### config.mk
export PLATFORM = sky130hd
export DESIGN_NAME = clk_gate_ctrl
export DESIGN_NICKNAME = d
export VERILOG_FILES = /design/src/rtl/clk_gate_ctrl_pkg.sv /design/src/rtl/clk_ctrl_timer.sv /design/src/rtl/clk_gate_ctrl.sv
export SDC_FILE = /design/constraint.sdc
export NUM_CORES = 1
export LEC_CHECK = 0
export ABC_AREA = 0
export BUFFER_PORTS_ARGS = -buffer_cell sky130_fd_sc_hd__buf_2
export CAP_MARGIN = 10
export CORE_MARGIN = 8
export CORE_UTILIZATION = 50
export DETAILED_ROUTE_END_ITERATION = 6
export PLACE_DENSITY = 0.72
export REMOVE_ABC_BUFFERS = 1
export SYNTH_ARGS = -nofsm -noshare
export SYNTH_HDL_FRONTEND = slang
export SYNTH_HIERARCHICAL = 1
export SYNTH_SLANG_ARGS = --single-unit
### constraint.sdc
create_clock -name mclk -period 3.11 [get_ports mclk]
set_input_delay 0.4665 -clock mclk [delete_from_list [all_inputs] [get_ports mclk]]
set_output_delay 0.4665 -clock mclk [all_outputs]
set_load 0.03 [all_outputs]
### src/rtl/clk_gate_ctrl_pkg.sv
// Shared state encoding and parameter-range helper for the clock-gate controller.
package clk_gate_ctrl_pkg;

  typedef enum logic [1:0] {
    ST_OFF  = 2'd0,
    ST_WAKE = 2'd1,
    ST_ON   = 2'd2,
    ST_HOLD = 2'd3
  } state_e;

  localparam int unsigned MAX_NREQ = 16;

  // True when v is a loadable, non-zero cycle count for a w-bit timer.
  function automatic bit cnt_fits(input int unsigned v, input int unsigned w);
    return (v >= 1) && (longint'(v) < (longint'(1) << w));
  endfunction

endpackage

### src/rtl/clk_ctrl_timer.sv
// Saturating down-counter shared by the wake-delay and hold-window phases.
module clk_ctrl_timer #(
  parameter int CNT_W = 8
) (
  input  logic             clk,
  input  logic             rst,
  input  logic             load,
  input  logic [CNT_W-1:0] load_val,
  input  logic             dec,
  output logic             zero
);

  logic [CNT_W-1:0] count_q, count_d;

  // NOTE: every variable written in always_comb gets a default first, so no path leaves it unassigned and no latch is inferred.
  always_comb begin
    count_d = count_q;
    if (load) begin
      count_d = load_val;
    end else if (dec && (count_q != '0)) begin
      count_d = count_q - CNT_W'(1);
    end
  end

  // NOTE: sequential state is updated with non-blocking assignments so all flops sample pre-edge values.
  always_ff @(posedge clk) begin
    if (rst) begin
      count_q <= '0;
    end else begin
      count_q <= count_d;
    end
  end

  assign zero = (count_q == '0);

endmodule

### src/rtl/clk_gate_ctrl.sv
// Clock-enable controller: req/ack handshake, wake delay before grant, hold window before gate-off.
module clk_gate_ctrl
  import clk_gate_ctrl_pkg::*;
#(
  parameter int NREQ     = 4,
  parameter int WAKE_CYC = 4,
  parameter int HOLD_CYC = 8,
  parameter int CNT_W    = 8
) (
  input  logic            mclk,
  input  logic            rst,
  input  logic [NREQ-1:0] req,
  output logic [NREQ-1:0] ack,
  output logic            clk_en,
  output logic            busy,
  output logic [1:0]      state_o
);

  if (NREQ < 1 || NREQ > int'(MAX_NREQ)) begin : g_bad_nreq
    $error("clk_gate_ctrl: NREQ out of range 1..16");
  end
  if (!cnt_fits(WAKE_CYC, CNT_W)) begin : g_bad_wake
    $error("clk_gate_ctrl: WAKE_CYC does not fit the timer");
  end
  if (!cnt_fits(HOLD_CYC, CNT_W)) begin : g_bad_hold
    $error("clk_gate_ctrl: HOLD_CYC does not fit the timer");
  end

  localparam logic [CNT_W-1:0] WAKE_LD = CNT_W'(WAKE_CYC - 1);
  localparam logic [CNT_W-1:0] HOLD_LD = CNT_W'(HOLD_CYC - 1);

  state_e            state_q, state_d;
  logic [NREQ-1:0]   ack_q, ack_d;
  logic              clk_en_q, clk_en_d;
  logic              tmr_load, tmr_dec, tmr_zero;
  logic [CNT_W-1:0]  tmr_val;

  clk_ctrl_timer #(.CNT_W(CNT_W)) u_timer (
    .clk      (mclk),
    .rst      (rst),
    .load     (tmr_load),
    .load_val (tmr_val),
    .dec      (tmr_dec),
    .zero     (tmr_zero)
  );

  always_comb begin
    state_d  = state_q;
    ack_d    = ack_q;
    clk_en_d = clk_en_q;
    tmr_load = 1'b0;
    tmr_val  = '0;
    tmr_dec  = 1'b0;
    unique case (state_q)
      ST_OFF: begin
        ack_d    = '0;
        clk_en_d = 1'b0;
        if (|req) begin
          state_d  = ST_WAKE;
          clk_en_d = 1'b1;
          tmr_load = 1'b1;
          tmr_val  = WAKE_LD;
        end
      end
      // WAKE never aborts: the buffer needs the full delay to settle.
      ST_WAKE: begin
        ack_d = '0;
        if (tmr_zero) begin
          state_d = ST_ON;
          ack_d   = req;
        end else begin
          tmr_dec = 1'b1;
        end
      end
      ST_ON: begin
        ack_d = req;
        if (req == '0) begin
          state_d  = ST_HOLD;
          tmr_load = 1'b1;
          tmr_val  = HOLD_LD;
        end
      end
      // A new request beats timer expiry, so the clock never blips off.
      ST_HOLD: begin
        ack_d = '0;
        if (|req) begin
          state_d = ST_ON;
          ack_d   = req;
        end else if (tmr_zero) begin
          state_d  = ST_OFF;
          clk_en_d = 1'b0;
        end else begin
          tmr_dec = 1'b1;
        end
      end
      default: state_d = ST_OFF;
    endcase
  end

  always_ff @(posedge mclk) begin
    if (rst) begin
      state_q  <= ST_OFF;
      ack_q    <= '0;
      clk_en_q <= 1'b0;
    end else begin
      state_q  <= state_d;
      ack_q    <= ack_d;
      clk_en_q <= clk_en_d;
    end
  end

  assign ack     = ack_q;
  assign clk_en  = clk_en_q;
  assign busy    = (state_q != ST_OFF);
  assign state_o = state_q;

endmodule

==> results of run 1 <==
[cells by family (layout without fill, tap and decap cells)]
family | Yosys count | count (layout) | share of synthesized area (%)
xor gates and xnor gates | 3 | 3 | 3.27
adders and majority gates | 2 | 2 | 3.11
buffers and inverters | 9 | 24 | 4.36
and+or+nand+nor | 39 | 39 | 31.5
AOI/OAI and AO/OA | 20 | 20 | 18.7
DFF | 15 | 15 | 37.4
other | 1 | 5 | 0.467
muxes | 1 | 1 | 1.25
[sequential cells by signal (all words and copies together), names as in the netlist]
register	count
ack	4
clk_en	1
state_o	2
u_timer/count_q	8
[final timing paths]
kind | start | end | slack, ps | cells after the start
setup reg to reg | u_timer/count_q[1] | u_timer/count_q[7] | 490 | 9
setup / recovery | u_timer/count_q[1] | u_timer/count_q[7] | 490 | 9
hold reg to reg | u_timer/count_q[5] | u_timer/count_q[5] | 530 | 2
hold / removal | req[2] | ack[2] | 430 | 2
[synthesized netlist by cell type]
library cell  instances  share of area (%)
or3b_2                1                1.1
a211oi_1              1               0.93
and3_1                1               0.78
a211oi_2              1                1.6
nor4_1                1               0.78
o21ai_0               3                1.9
or4_2                 2                2.2
or3_2                 2                1.9
clkbuf_1              1               0.47
nor3_1                1               0.62
o211ai_1              1               0.93
and3b_1               1                1.1
nand4b_1              1                1.1
o21bai_1              1               0.93
a21oi_1               8                5.0
mux2i_1               1                1.2
clkbuf_2              1               0.62
and2_1                5                3.9
nor2b_1               1               0.78
o31ai_1               1               0.93
dfxtp_1              15                 37
nand4_1               1               0.78
o21a_1                1               0.93
ha_1                  2                3.1
nor3b_1               4                3.7
nor2_1                9                4.2
xnor2_1               3                3.3
inv_1                 5                2.3
buf_1                 1               0.47
clkinv_1              1               0.47
nand2_1               4                1.9
nor4_4                1                2.6
a311oi_1              2                2.2
or2_2                 1               0.78
conb_1                1               0.47
or4_4                 1                1.4
or4_1                 2                1.9
o41ai_4               1                3.4
[final cells by class]
type	instances	share of cell area, %
timing repair buffer	14	7.85
multi-input combinational	70	52.2
tap	16	2.17
sequential	15	32.5
inverter	6	2.44
clock buffer	4	2.84
[worst max-delay path, delay by kind of cell, from the launching register on]
kind | cells | cell delay (ps)
AOI/OAI and AO/OA | 1 | 240
adders and majority gates | 1 | 210
muxes | 1 | 110
and+or+nand+nor | 4 | 1400
buffers and inverters | 2 | 210
DFF | 1 | 370
[layout by cell type, fill, tap and decap left out, types with 2 or more instances in the layout]
| cell | netlist | final |
|---|---|---|
| buf_2 | 0 | 13 |
| and2_1 | 5 | 5 |
| nor3b_1 | 4 | 4 |
| a21oi_1 | 8 | 8 |
| or4_1 | 2 | 2 |
| ha_1 | 2 | 2 |
| o21ai_0 | 3 | 3 |
| conb_1 | 1 | 5 |
| nor2_1 | 9 | 9 |
| nand2_1 | 4 | 4 |
| clkbuf_4 | 0 | 3 |
| dfxtp_1 | 15 | 15 |
| or4_2 | 2 | 2 |
| xnor2_1 | 3 | 3 |
| a311oi_1 | 2 | 2 |
| inv_1 | 5 | 5 |
| or3_2 | 2 | 2 |
[power by group through the flow]
stage | clock network [mW] | logic [mW] | registers [mW]
after floorplan | 0 | 0.340 | 0.334
after global placement | 0 | 0.461 | 0.312
after detailed placement | 0 | 0.479 | 0.311
after CTS | 0.116 | 0.481 | 0.307
after global routing | 0.123 | 0.522 | 0.318
final | 0.112 | 0.482 | 0.309
[per-stage QoR]
| step | utilization, % | cells | cell area [um^2] |
|---|---|---|---|
| after floorplan | - | 91 | 806 |
| after global placement | 59.6 | 121 | 898 |
| after detailed placement | 59.6 | 121 | 898 |
| after CTS | 61.4 | 125 | 925 |
| after global routing | 61.4 | 125 | 925 |
| final | 61.4 | 125 | 925 |
[per-layer routing]
| metal | vias up | wire length (um) | global-route usage (%) |
|---|---|---|---|
| li1 | 356 | - | - |
| met1 | 305 | 802 | 12.2 |
| met2 | 10 | 763 | 17.0 |
| met3 | 0 | 63 | 4.11 |
| met4 | 0 | 0 | 1.03 |
| met5 | - | 0 | 0 |
==> metrics.cfg, run 1 <==
[synth]
syn_area_um2=803
synth_cell_types=38
synth_cells=90
ys_seq_elements=15
yosysSeqAreaShare_pct=37.4
syn-mean-instance-area_um2=8.93
yosys_warnings=6

[detailed_routing]
vias=671
vias_per_cell=5.37
drtPass1Iterations=4
drt_drc_violations_left=0
drt-total-wl_um=1630
wl_per_cell_um=13.0
drt_iter0_markers=7
postRouteAntennaNets=0

[floorplanning]
die_width_um=56.1
coreArea_um2=1510
fp.dieH_um=56.1
die-area_um2=3140
start_util_pct=53.3
pin_count=14
num_rows=14

[run]
max-cap-violations=0

[sta]
rsz0062_at_grt=false
tightest_slew_ps=650
tns_ps=0
fmaxAchievable_ghz=0.381
setup_ws_ps=485
hold_viol_final=0
drv_slew=0
period_needed_ps=2620
relSlewSlack_pct=56.3
post-route-period-util_pct=84.4
fin_skew_ps=4.40
setup_viol=0
fin_hold_ws_ps=430

[clock_tree]
cts_hold_buf=0
ctsResizeCount=0
cts_num_sinks=15
clockBufferDepth=2
insertion_delay_ps=280
clkTransAtPathRegs_ps=90
cts_tree=built
numCtsBuffers=3
clockRootBuffer=clkbuf_4
htreeDepth=1
postCtsSetupBuffers=0

[critical_path]
arrival_ps=2820
cp.required_ps=3310
critPathSlowestCell=nor3b_1
cp_cell_sequence=inv_1 > ha_1 > inv_1 > nor4_1 > nor3b_1 > or3b_2 > nor3_1 > mux2i_1 > a211oi_1
cpMostUsedCell=inv_1
critPathCaptureType=flip-flop
critPathKind=flip-flop to flip-flop
cp-start-kind=flip-flop
crit_fanout=5
crit_path_max_incr_delay_ps=580

[power_and_ir_drop]
leakagePower_nw=0.379
power_density_nw_per_um2=976
max-vdd-ir-drop_mv=0.552
p_switching_mw=0.403
sequentialPowerShare_pct=34.2
power.total_mw=0.903
p_int_mw=0.500
combPwrFrac_pct=53.4
swShare_pct=44.6
p_clk_share_pct=12.4

[placement]
dp_hpwl_um=1240
gp_congestion=0.758
io_buffer_count=13
dp_slack_ps=347

[global_routing]
grt_usage_pct=10.2
grt_pass1_vias=654
grt_max_degree=13
grt_pass1_wl_um=2730
antenna_found_initial=0
grt-ovfl-total=0

[cells_and_area]
seq_area_um2=300
layout-drive-gt1-share_pct=24.8
layout-area-overhead-vs-synth_pct=15.1
nNetsFinal=118
num_antenna_cells=0
nFillCells=137
multi_input_area_um2=483

[hold_path]
hold_path.class=primary input to flip-flop

[outcome]
status=complete, no violations

Power figures use the tool's default switching activity.
==> inputs of run 2 (changes only) <==
CORE_UTILIZATION = 47   (was 50)
PLACE_DENSITY = 0.71   (was 0.72)
clock period = 2.1 ns   (was 3.11 ns; I/O delays follow)
==> metrics.cfg, run 2 (synthesis results as in run 1) <==
[hold_path]
hold_end=ack[1]  ; was ack[2]
hold_path.class=primary input to flip-flop  ; unchanged
min_path_cells=2  ; unchanged
holdCritStartpoint=req[1]  ; was req[2]

[floorplanning]
die-area_um2=3290  ; was 3140 um^2
fp.dieH_um=57.3  ; was 56.1 um
start_util_pct=48.1  ; was 53.3%
num_rows=15  ; was 14
pin_count=14  ; unchanged
coreArea_um2=1670  ; was 1510 um^2
die_width_um=57.3  ; was 56.1 um

[cells_and_area]
largest_reg_flops=8  ; unchanged
num_antenna_cells=0  ; unchanged
nNetsFinal=140  ; was 118
layout_commonest_cell=buf_4  ; was dfxtp_1
layout-drive-gt1-share_pct=46.6  ; was 24.8%
regMostFlops=u_timer/count_q  ; unchanged
stdcell_count=148  ; was 125
nFillCells=126  ; was 137
layout-area-overhead-vs-synth_pct=41.6  ; was 15.1%
most-common-layout-cells=buf_4, dfxtp_1, buf_2  ; was dfxtp_1, buf_2, nor2_1

[global_routing]
grt_usage_pct=12.2  ; was 10.2%
grt_pass1_wl_um=3210  ; was 2730 um
grt_max_degree=13  ; unchanged
grt-ovfl-total=0  ; unchanged
antenna_found_initial=0  ; unchanged
grt_pass1_vias=743  ; was 654

[sta]
hold_viol_final=0  ; unchanged
fmaxAchievable_ghz=0.492  ; was 0.381 GHz
period_needed_ps=2030  ; was 2620 ps
post-route-period-util_pct=96.7  ; was 84.4%
setup_viol=0  ; unchanged
drv_slew=0  ; unchanged
fin_skew_ps=0.438  ; was 4.40 ps
fin_hold_ws_ps=280  ; was 430 ps

[detailed_routing]
wl_per_cell_um=13.7  ; was 13.0 um
vias_per_cell=5.32  ; was 5.37
drt_drc_violations_left=0  ; unchanged
drtPass1Iterations=4  ; unchanged
drt_iter0_markers=21  ; was 7
vias=788  ; was 671
drt-total-wl_um=2020  ; was 1630 um
postRouteAntennaNets=0  ; unchanged

[power_and_ir_drop]
swShare_pct=41.8  ; was 44.6%
max-vdd-ir-drop_mv=0.907  ; was 0.552 mV
power.total_mw=1.72  ; was 0.903 mW
p_int_mw=0.999  ; was 0.500 mW
power_density_nw_per_um2=1510  ; was 976 nW/um^2
p_switching_mw=0.718  ; was 0.403 mW
p_clk_share_pct=9.8  ; was 12.4%
leakagePower_nw=0.499  ; was 0.379 nW
combPwrFrac_pct=66.2  ; was 53.4%
sequentialPowerShare_pct=24.0  ; was 34.2%

[critical_path]
cp.required_ps=2280  ; was 3310 ps
critPathKind=flip-flop to flip-flop  ; unchanged
r2r-end=u_timer/count_q[3]  ; was u_timer/count_q[7]
cp-start-kind=flip-flop  ; unchanged
crit_fanout=3  ; was 5
r2r_cells=9  ; unchanged
critPathCaptureType=flip-flop  ; unchanged
reg2reg_from=u_timer/count_q[1]  ; unchanged
arrival_ps=2210  ; was 2820 ps
r2r_slack_ps=70  ; was 490 ps

[placement]
gp_congestion=0.785  ; was 0.758
io_buffer_count=13  ; unchanged
dp_hpwl_um=1530  ; was 1240 um
dp.cells=142  ; was 121

[clock_tree]
clockBufferDepth=2  ; unchanged
insertion_delay_ps=280  ; about the same
clkTransAtPathRegs_ps=100  ; was 90 ps
numCtsBuffers=3  ; unchanged
cts_tree=built  ; unchanged
htreeDepth=1  ; unchanged
cts_num_sinks=15  ; unchanged
clockRootBuffer=clkbuf_4  ; unchanged

[run]
max-cap-violations=0  ; unchanged

[outcome]
status=complete, no violations  ; unchanged

run 2: changes by cell type in the layout (fill, tap and decap cells not counted), moves of 2 or more:
cell | previous run | this run
a311oi_1 | 2 | 0
a311oi_2 | 0 | 2
buf_4 | 1 | 23
dfxtp_1 | 15 | 13
dfxtp_2 | 0 | 2
inv_1 | 5 | 3
inv_2 | 0 | 2
run 2: power groups by stage:
stage	clock, mW	combinational, mW	sequential [mW]
2_1_floorplan	0	0.503	0.495
6_report	0.169	1.14	0.412
5_1_grt	0.184	1.23	0.423
4_1_cts	0.175	1.04	0.405
3_5_place_dp	0	1.01	0.412
3_3_place_gp	0	0.988	0.411
run 2: final cells by class:
cell class	instances	area [um^2]	share of cell area, %
Sequential cell	15	303	26.6
Timing Repair Buffer	36	238	20.9
Clock inverter	1	5.00	0.440
Multi-Input combinational cell	70	526	46.2
Inverter	6	22.5	1.98
Tap cell	17	21.3	1.87
Clock buffer	3	22.5	1.98
run 2: worst max-delay path by stage:
stage	slack, ps	end	from
floorplan	-280	u_timer/count_q[7]	u_timer/count_q[0]
global placement	-230	u_timer/count_q[7]	req[2]
detailed placement	-360	u_timer/count_q[7]	req[2]
CTS	10	u_timer/count_q[7]	u_timer/count_q[2]
global route	-30	u_timer/count_q[6]	u_timer/count_q[1]
finish	70	u_timer/count_q[3]	u_timer/count_q[1]
run 2: what timing repair did:
action,in CTS,in global routing
endpoints found under the hold margin,0,0
resized for setup,3,10
setup buffers,0,2
hold buffers,0,0
pin swaps,1,4
endpoints found under the setup margin,7,7
run 2: per-layer routing:
layer / vias up / wire length [um] / GRT usage (%)
li1: 401 / - / -
met1: 371 / 898 / 13.9
met2: 10 / 1020 / 21.2
met3: 6 / 40 / 2.02
met4: 0 / 60 / 6.07
met5: - / 0 / 0
run 2: per-stage QoR:
step                      setup WS (ps)  TNS, ps  cell area (um^2)  util, %
final                              69.2        0              1140     68.1
after floorplan                    -277    -1100               806        -
after CTS                          12.8        0              1090     65.2
after detailed placement           -359    -1730              1050     62.8
after global placement             -228    -1020              1050     62.8
after global routing              -29.4    -35.3              1140     68.1
run 2: critical path, stage by stage, from the launching register on:
cell     delay, ps
dfxtp_2        330
inv_1           50
ha_2           190
inv_2           60
nor4_2          50
nor3b_2        310
or3b_4         450
o21ai_0        170
o21ai_0        130
o21a_1         180
